--- config.mk ---
export PLATFORM = sky130hd
export DESIGN_NAME = perf_count_ctrl
export DESIGN_NICKNAME = d
export VERILOG_FILES = /design/src/rtl/perf_count_ctrl.sv
export SDC_FILE = /design/constraint.sdc
export NUM_CORES = 1
export LEC_CHECK = 0
export ABC_AREA = 1
export BUFFER_PORTS_ARGS = -buffer_cell sky130_fd_sc_hd__buf_2
export CORE_MARGIN = 10
export CORE_UTILIZATION = 40
export DETAILED_ROUTE_END_ITERATION = 10
export GPL_ROUTABILITY_DRIVEN = 0
export GPL_TIMING_DRIVEN = 0
export PLACE_DENSITY = 0.71
export RECOVER_POWER = 25
export SLEW_MARGIN = 20
export SYNTH_ARGS = -nofsm -noshare
export SYNTH_HDL_FRONTEND = slang
export SYNTH_SLANG_ARGS = --single-unit
--- constraint.sdc ---
create_clock -name clk -period 1.4 [get_ports clk]
set_input_delay 0.28 -clock clk [delete_from_list [all_inputs] [get_ports clk]]
set_output_delay 0.28 -clock clk [all_outputs]
set_load 0.01 [all_outputs]
--- src/rtl/perf_count_ctrl.sv ---
// Performance counter controller: gates event strobes, serves snapshot reads
// over a valid/ready handshake, issues clears and tracks sticky wrap flags.
module perf_count_ctrl #(
   parameter int CNT_W = 20
) (
   input  logic             clk,
   input  logic             rst,
   input  logic             en,
   input  logic             inst_evt,
   input  logic             ma_evt,
   input  logic             mc_evt,
   input  logic [CNT_W-1:0] ic_count,
   input  logic [CNT_W-1:0] ma_count,
   input  logic [CNT_W-1:0] mc_count,
   output logic             ic_inc,
   output logic             ma_inc,
   output logic             mc_inc,
   output logic [2:0]       cnt_clr,
   input  logic             clr_all,
   input  logic             rd_req,
   input  logic [1:0]       rd_sel,
   input  logic             rd_clr,
   output logic             rd_valid,
   input  logic             rd_ready,
   output logic [CNT_W-1:0] rd_data,
   output logic             rd_ovf,
   output logic             rd_err,
   output logic [2:0]       ovf,
   output logic             busy
);

   typedef enum logic [1:0] {
      ST_IDLE,
      ST_SNAP,
      ST_PRESENT,
      ST_CLEAR
   } state_e;

   state_e           state_q,     state_d;
   logic [1:0]       sel_q,       sel_d;
   logic             clr_on_rd_q, clr_on_rd_d;
   logic [2:0]       cnt_clr_q,   cnt_clr_d;
   logic             rd_valid_q,  rd_valid_d;
   logic [CNT_W-1:0] rd_data_q,   rd_data_d;
   logic             rd_ovf_q,    rd_ovf_d;
   logic             rd_err_q,    rd_err_d;
   logic [2:0]       ovf_q,       ovf_d;

   logic [2:0]       evt_vec;
   logic [2:0]       inc_vec;
   logic [2:0]       wrap_vec;
   logic [2:0]       clr_active;
   logic [2:0]       sel_mask;
   logic [CNT_W-1:0] sel_count;
   logic             sel_ovf;

   // Counters being cleared this cycle must not also be incremented.
   assign clr_active = (state_q == ST_CLEAR) ? cnt_clr_q : 3'b000;
   assign evt_vec    = {mc_evt, ma_evt, inst_evt};
   assign inc_vec    = evt_vec & {3{en}} & ~clr_active;
   assign wrap_vec   = {&mc_count, &ma_count, &ic_count};
   assign sel_mask   = 3'b001 << sel_q;

   // Clear beats a wrap landing on the same edge.
   assign ovf_d = (ovf_q | (inc_vec & wrap_vec)) & ~clr_active;

   always_comb begin
      sel_count = '0;
      sel_ovf   = 1'b0;
      case (sel_q)
         2'd0: begin
            sel_count = ic_count;
            sel_ovf   = ovf_q[0];
         end
         2'd1: begin
            sel_count = ma_count;
            sel_ovf   = ovf_q[1];
         end
         2'd2: begin
            sel_count = mc_count;
            sel_ovf   = ovf_q[2];
         end
         default: begin
            sel_count = '0;
            sel_ovf   = 1'b0;
         end
      endcase
   end

   // NOTE: every output of this block gets a default first so no path can
   // leave a variable unassigned and infer a latch.
   always_comb begin
      state_d     = state_q;
      sel_d       = sel_q;
      clr_on_rd_d = clr_on_rd_q;
      cnt_clr_d   = 3'b000;
      rd_valid_d  = rd_valid_q;
      rd_data_d   = rd_data_q;
      rd_ovf_d    = rd_ovf_q;
      rd_err_d    = 1'b0;

      case (state_q)
         ST_IDLE: begin
            if (clr_all) begin
               state_d   = ST_CLEAR;
               cnt_clr_d = 3'b111;
            end else if (rd_req) begin
               if (rd_sel == 2'd3) begin
                  rd_err_d = 1'b1;
               end else begin
                  sel_d       = rd_sel;
                  clr_on_rd_d = rd_clr;
                  state_d     = ST_SNAP;
               end
            end
         end

         ST_SNAP: begin
            rd_data_d  = sel_count;
            rd_ovf_d   = sel_ovf;
            rd_valid_d = 1'b1;
            state_d    = ST_PRESENT;
         end

         ST_PRESENT: begin
            if (rd_ready) begin
               rd_valid_d = 1'b0;
               if (clr_on_rd_q) begin
                  state_d   = ST_CLEAR;
                  cnt_clr_d = sel_mask;
               end else begin
                  state_d = ST_IDLE;
               end
            end
         end

         ST_CLEAR: begin
            state_d = ST_IDLE;
         end

         default: begin
            state_d = ST_IDLE;
         end
      endcase
   end

   // NOTE: state registers use non-blocking assignments so every flop
   // samples its pre-edge inputs regardless of statement order.
   always_ff @(posedge clk) begin
      if (rst) begin
         state_q     <= ST_IDLE;
         sel_q       <= 2'd0;
         clr_on_rd_q <= 1'b0;
         cnt_clr_q   <= 3'b000;
         rd_valid_q  <= 1'b0;
         rd_data_q   <= '0;
         rd_ovf_q    <= 1'b0;
         rd_err_q    <= 1'b0;
         ovf_q       <= 3'b000;
      end else begin
         state_q     <= state_d;
         sel_q       <= sel_d;
         clr_on_rd_q <= clr_on_rd_d;
         cnt_clr_q   <= cnt_clr_d;
         rd_valid_q  <= rd_valid_d;
         rd_data_q   <= rd_data_d;
         rd_ovf_q    <= rd_ovf_d;
         rd_err_q    <= rd_err_d;
         ovf_q       <= ovf_d;
      end
   end

   assign ic_inc   = inc_vec[0];
   assign ma_inc   = inc_vec[1];
   assign mc_inc   = inc_vec[2];
   assign cnt_clr  = cnt_clr_q;
   assign rd_valid = rd_valid_q;
   assign rd_data  = rd_data_q;
   assign rd_ovf   = rd_ovf_q;
   assign rd_err   = rd_err_q;
   assign ovf      = ovf_q;
   assign busy     = (state_q != ST_IDLE);

endmodule

After elaboration in Yosys (flattened, before gate mapping)

Index checks and enable logic that the tools add are counted.

Register bits: 34

Equal/unequal tests: 9
Shifts and indexed selects: 1
Mux-type cells: 16
Bitwise logic cells: 10
Reductions and logical operators: 11

Operator list:

| operator              | number |
|---|---|
| $pmux W20 S3          | 1 |
| $reduce_and A20 Y1    | 3 |
| $and A3 B3 Y3         | 4 |
| $mux W3               | 4 |
| $mux W2               | 5 |
| $eq A2 B2 Y1 const B  | 4 |
| $pmux W2 S4           | 1 |
| $ne A3 B3 Y1 const B  | 2 |
| $pmux W3 S2           | 1 |
| $eq A2 B1 Y1 const B  | 2 |
| $logic_not A2 Y1      | 2 |
| $not A1 Y1            | 4 |
| $reduce_and A4 Y1     | 1 |
| $reduce_bool A2 Y1    | 2 |
| $reduce_or A4 Y1      | 1 |
| $not A3 Y3            | 1 |
| $or A3 B3 Y3          | 1 |
| $pmux W1 S3           | 1 |
| $reduce_and A3 Y1     | 1 |
| $shl A1 B2 Y3 const A | 1 |
| $mux W1               | 2 |
| $ne A2 B2 Y1 const B  | 1 |
| $pmux W1 S2           | 1 |
| $reduce_and A2 Y1     | 1 |

Longest topological paths before layout

Gate-level depths: netlist of the first run.

Word-level depth: 7
Mapped depth: 7
Gate-level depth less buffers: 6

Least setup slack after synthesis of the first run

Ideal clock, no wire load.

Path kind: flip-flop to flip-flop
Start: register state_q[1]
End: register clr_on_rd_q
Library setup time: 0.116 ns
Arrival: 0.952 ns
Slack: 0.332 ns
Stages on the path, launching flop included: 7
Buffers on the path: 0
Clock period less this slack: 1.068 ns
Path through: dfxtp_1 > nor2_1 > nand2_1 > nor2_1 > inv_1 > nor2_1 > nor2_1

Cells in the longest elaborated chain, start to end: 2

RTL lines:

| element                     | line | source |
|---|---|---|
| start, declared             | 39   | `state_e state_q, state_d;` |
| start signal, assigned      | 161  | `state_q <= state_d;` |
| $logic_not A2 Y1            | 102  | `case (state_q)` |
| $reduce_and A4 Y1 (no line) | -    |  |
| end signal, assigned        | 163  | `clr_on_rd_q <= clr_on_rd_d;` |
| end, declared               | 41   | `logic clr_on_rd_q, clr_on_rd_d;` |

No other way between the ends.
A chain may end at the register's enable or synchronous reset.

Worst setup path in the final report of the first run

Start: register state_q[1]
End: output port ma_inc

Cells in the longest elaborated chain, start to end: 4

RTL lines:

| element       | line | source |
|---|---|---|
| $eq A2 B2 Y1  | 58   | `assign clr_active = (state_q == ST_CLEAR) ? cnt_clr_q : 3'b000;` |
| $mux W3       | 58   |  |
| $not A3 Y3    | 60   | `assign inc_vec = evt_vec & {3{en}} & ~clr_active;` |
| $and A3 B3 Y3 | 60   |  |
| end, declared | 16   | `output logic ma_inc,` |

No other way between the ends.

==> metrics.txt, run 1 <==
main combinational cell family by area after synthesis simple AND/OR/NAND/NOR gates; Seq cells post-synth 34; count of input and output buffers 103; largest net degree at the start of global routing 12; layout cell share with drive strength beyond 1 27.4%; GR Util All Layers 16.4%; starting density of the core 42.1%; simple-gate share of the synthesized area 48.2%; Worst VDD drop 534 uV; # clock sinks 34; f_max 751 MHz; type of the worst min-delay path input pin to flip-flop; CP Data Arrival Time 1.05 ns; share of the synthesized area in the top cell type 36.6%; clk buf depth 2; Hold Vio Cnt, Final 0; most common cell after layout, fill and taps aside nand2_1; Cell Pwr Density 1100 nW/um^2; CORE AREA 4410 sq um; first-pass GRT wire length 10200 um; hold-fix buffers at CTS 0; vias in the first global route 2249; H-tree depth 2; Fin Setup TNS 0 ns; Ports 105; crit share post-route 95.1%; fill cell count 475; sequential cell area fraction in the yosys report 36.6%; Via Count 2359; Combinational Power Share 28.1%; DPL Wire Length 5530 um; switching power 0.904 mW; syn_nets 391; Layout Skew 0.00568 ns; power share of the clock group 31.5%; CTS Buf Count 5; First DRT Iteration DRCs 91; grt ovf 0; Die ar. 7770 sq um; run status finished clean; design area 2550 sq um; post-synthesis mux area share 0%; xor/xnor cell area share of the yosys netlist 0%; Syn Std Cell Area 1860 sq um; Crit Path Category flip-flop to primary output; TritonCTS clock tree done; Yosys Warn Count 0; adder-cell share of the synthesized area 0%; placed cell count 474; nets 501; area of placed instances 2440 sq um; nature of the critical path startpoint flip-flop; drt via density 4.89; Die Height 88.2 um; complex-gate fraction of the synthesized area 8.62%; Syn Area/Cell 5.82 sq um; Ant. Diodes 0; most frequent cells in the layout 155 x nand2_1, 99 x buf_2, 32 x dfxtp_1, 31 x nor2_1, 28 x a21oi_1; Worst setup EP type primary output; critical-path maximum fanout 7; Finished Core Util 57.9%; max cap viols 0; Rel. slew slack 65.8%; Lkg Pwr 1.27 nW; P_int 1.90 mW; sw frac 32.2%; final WL 6700 um; std cell rows 24; clock latency on the worst-skew pair 0.29 ns; ANT nets after route 0; main area contributors after synthesis dfxtp_1 37%, nand2_1 31%, a21oi_1 7.5%; cells after synthesis 319; antenna violations before repair 0; postcts setup bufs 0; total power 2.80 mW; CTS-repair resized insts 1; Final Critical Period 1.33 ns; final cell count without fillers 482; Worst-path clk slew 0.07 ns; max-slew violations 0; Flop pwr share 40.5%; die width 88.2 um; Residual DRC 0; distinct cell type count after synthesis 15; post-synth top area cell dfxtp_1; drt wl/cell 13.9 um; Setup Viol. Count Final 0; Root Driver clkbuf_8; worst endpoint required time 1.12 ns; Layout area overhead 37.4%; worst slew pin tran 0.512 ns; RSZ-0062 raised after global routing true; iteration count of the initial detailed-routing pass 4
-- final timing paths --
check,start,endpoint,slack [ns],depth (start not counted)
worst max-delay path,state_q[1],ma_inc,0.07,4
worst min-delay path,rd_clr,clr_on_rd_q,0.23,3
worst max register to register,sel_q[0],rd_data[13],0.13,7
worst min register to register,ovf[1],ovf[1],0.46,2
-- synth_stat cells --
master and n:
nor3_1 2, inv_1 15, a21oi_1 28, nor2_1 32, nand3_1 28, o21ai_0 4
buf_1 1, inv_2 1, and3_1 1, nand2_1 155, buf_2 10, dfxtp_1 34
clkbuf_1 2, nor2_2 3, nand4_1 3
-- power by group through the flow --
| stage | Clock (mW) | Sequential (mW) | Combinational [mW] |
|---|---|---|---|
| after CTS | 0.905 | 1.13 | 0.794 |
| after global routing | 0.947 | 1.15 | 0.893 |
| after detailed placement | 0 | 1.15 | 0.791 |
| after floorplan | 0 | 1.18 | 0.420 |
| final | 0.882 | 1.13 | 0.788 |
| after global placement | 0 | 1.14 | 0.787 |
-- flip-flops by register name (all words and copies together), names as in the netlist --
register	flops
state_q	2
rd_ovf	1
rd_valid	1
clr_on_rd_q	1
sel_q	2
ovf	3
rd_data	20
rd_err	1
cnt_clr	3
-- cells by family after synthesis --
logic type	Yosys count
AND/OR/NAND/NOR	224
AO/OA/AOI/OAI	32
flip-flops	34
buffers and inverters	29
-- routing by layer --
layer	vias to the layer above	routed length [um]	part of all wire [%]	GRT usage [%]
met1	1013	2880	43	19.1
met2	109	2900	43	26.5
met5	-	0	0	0
met3	8	841	13	7.52
li1	1229	-	-	-
met4	0	73	1.1	4.56
-- critical path, stage by stage (launching register included) --
cell and delay, ns:
dfxtp_4 0.39, nand3_1 0.12, nand3_1 0.09, inv_1 0.04, buf_2 0.13
-- stage by stage --
stage	setup WS [ns]	hold slack, ns
2_1_floorplan	0.332	0.413
3_3_place_gp	0.0441	0.445
3_5_place_dp	0.0557	0.452
4_1_cts	0.0375	0.221
5_1_grt	-0.00223	0.225
6_report	0.0683	0.227
-- area by class of cell --
type | count | area (sq um) | area share, %
multi-input combinational | 256 | 1060 | 41.6
sequential | 34 | 686 | 26.8
timing repair buffer | 103 | 502 | 19.6
clock buffer | 5 | 68.8 | 2.69
buffer | 13 | 68.8 | 2.69
tap | 52 | 65.1 | 2.55
inverter | 16 | 60.1 | 2.35
clock inverter | 3 | 40.0 | 1.57
(Power assumes the default switching activity.)
==> run 2, diff against run 1 <==
--- a/config.mk
+++ b/config.mk
@@ -5,14 +5,13 @@
 export SDC_FILE = /design/constraint.sdc
 export NUM_CORES = 1
 export LEC_CHECK = 0
-export ABC_AREA = 1
 export BUFFER_PORTS_ARGS = -buffer_cell sky130_fd_sc_hd__buf_2
 export CORE_MARGIN = 10
 export CORE_UTILIZATION = 40
 export DETAILED_ROUTE_END_ITERATION = 10
 export GPL_ROUTABILITY_DRIVEN = 0
 export GPL_TIMING_DRIVEN = 0
-export PLACE_DENSITY = 0.71
+export PLACE_DENSITY = 0.69
 export RECOVER_POWER = 25
 export SLEW_MARGIN = 20
 export SYNTH_ARGS = -nofsm -noshare
==> run 2 against run 1 <==
The run now ends with negative setup slack left; sequential power about the same; sequential cell count is the same; register-to-register slack lost 0.07 ns; sequential share of layout area is 3.5 points lower; final area increased by 15%; clock-buffer cell count increased by 2; global-route usage rose by 0.43 points; critical path type unchanged.
==> metrics.txt, run 2 <==
Residual DRC 0; most frequent cells in the layout 92 x buf_2, 32 x dfxtp_1, 25 x nor2_1, 19 x nand2_1, 16 x clkbuf_1; # clock sinks 34; first-pass GRT wire length 11500 um; Root Driver clkbuf_8; CP Data Arrival Time 1.15 ns; cells after synthesis 215; main area contributors after synthesis dfxtp_1 34%, a211oi_2 6.2%, mux2_1 5.6%; adder-cell share of the synthesized area 0%; Setup Viol. Count Final 3; Finished Core Util 61.1%; Crit Path Category flip-flop to primary output; commonest cells in the netlist 34 x dfxtp_1, 25 x nor2_1, 19 x nand2_1; Worst VDD drop 515 uV; clk buf depth 2; complex-gate fraction of the synthesized area 23.4%; vias in the first global route 2320; max cap viols 0; P_int 1.87 mW; most common cell after layout, fill and taps aside buf_2; f_max 700 MHz; post-synthesis mux area share 13.5%; count of input and output buffers 104; switching power 0.864 mW; main combinational cell family by area after synthesis compound AO/OA/AOI/OAI gates; type of the worst min-delay path input pin to flip-flop; Final Worst Setup Slack -0.0284 ns; Syn Area/Cell 9.38 sq um; Via Count 2173; Yosys Warn Count 0; Layout area overhead 45.8%; CORE AREA 4820 sq um; DPL Wire Length 5710 um; failing checks negative setup slack; std cell rows 25; max-slew violations 0; Flop pwr share 40.6%; simple-gate share of the synthesized area 23.0%; Final Critical Period 1.43 ns; hold slack 0.238 ns; Lkg Pwr 1.23 nW; First DRT Iteration DRCs 110; share of the synthesized area in the top cell type 33.7%; ANT nets after route 0; worst endpoint required time 1.12 ns; run status complete, but fails checks; Main synth FF type dfxtp_1; Cell Pwr Density 931 nW/um^2; Die Height 91.0 um; antenna violations before repair 0; sequential cell area fraction in the yosys report 33.7%; Post-synth EDFFs 0; fill cell count 461; nature of the critical path startpoint flip-flop; Layout Skew 0.00905 ns; design area 2940 sq um; Worst setup EP type primary output; layout cell share with drive strength beyond 1 51.2%; largest net degree at the start of global routing 11; die width 91.0 um; grt ovf 0; Seq cells post-synth 34; Worst-path clk slew 0.07 ns; iteration count of the initial detailed-routing pass 4; drt via density 5.37; post-synth top area cell dfxtp_1; Rel. slew slack 60.1%; critical-path maximum fanout 6; drt wl/cell 18.3 um; Hold Vio Cnt, Final 0; H-tree depth 2; RSZ-0062 raised after global routing true; CTS Buf Count 5; max reg flops 20; Ant. Diodes 0; sw frac 31.5%; syn_nets 287; count leader, synth dfxtp_1; crit share post-route 102%; Die ar. 8280 sq um; power share of the clock group 27.5%; clock latency on the worst-skew pair 0.29 ns; Syn Std Cell Area 2020 sq um; starting density of the core 41.9%; worst slew pin tran 0.599 ns; distinct cell type count after synthesis 40; area of placed instances 2620 sq um; Ports 105; final WL 7400 um; Post-synth ARST share 0%; GR Util All Layers 16.8%; Combinational Power Share 32.0%; nets 409; TritonCTS clock tree done; xor/xnor cell area share of the yosys netlist 0%
run 2: path summary, 6_finish.rpt:
path / end / from / slack (ns) / cells after the start
worst max-delay path: ic_inc / state_q[0] / -0.03 / 4
worst min register to register: rd_data[17] / rd_data[17] / 0.50 / 2
worst max register to register: rd_data[6] / sel_q[0] / 0.06 / 5
worst min-delay path: rd_valid / rd_ready / 0.24 / 2
run 2: cells by family after synthesis:
kind of cell,count (synthesis)
buffers and inverters,21
muxes,22
and+or+nand+nor,89
DFF,34
AOI/OAI and AO/OA,49
run 2: worst max-delay path, cell delays in order, from the launching register on:
cell     delay [ns]
dfxtp_4        0.36
buf_8          0.13
nand3_4        0.07
and3_4         0.19
buf_6          0.11
run 2: power by group through the flow:
stage / sequential [mW] / combinational, mW / clock (mW)
CTS: 1.11 / 0.832 / 0.763
global placement: 1.12 / 0.751 / 0
global route: 1.12 / 0.956 / 0.797
detailed placement: 1.13 / 0.760 / 0
floorplan: 1.16 / 0.411 / 0
finish: 1.11 / 0.875 / 0.752
run 2: timing repair:
| item | CTS | global route |
|---|---|---|
| buffers inserted | 8 | 3 |
| pin swaps | 5 | 7 |
| gates resized for setup | 17 | 20 |
| endpoints found under the setup margin | 4 | 25 |
| hold buffers | 0 | 0 |
| gates cloned | 0 | 0 |
run 2: per-stage QoR:
step | TNS (ns) | total power [mW] | setup WS (ns) | std cells
after global placement | 0 | 1.87 | 0.0310 | 386
after global routing | -0.272 | 2.87 | -0.0844 | 405
final | -0.0687 | 2.74 | -0.0284 | 405
after floorplan | 0 | 1.57 | 0.145 | 215
after detailed placement | 0 | 1.89 | 0.0289 | 386
after CTS | -0.0408 | 2.70 | -0.0329 | 402
run 2: cell type report:
class	instances	area, sq um	area share (%)
clock inverter	1	5.00	0.170
timing repair buffer	115	609	20.7
inverter	3	11.3	0.383
multi-input combinational	160	1310	44.6
clock buffer	7	86.3	2.93
sequential	34	686	23.3
tap	67	83.8	2.85
buffer	18	148	5.02
run 2: per-layer routing:
metal  vias to the layer above  track usage [%]  wire length (um)
met4                         0             3.52                82
met3                         8             7.33               716
li1                       1050                -                 -
met2                       106             27.6              3330
met1                      1009             19.9              3270
met5                         -                0                 0
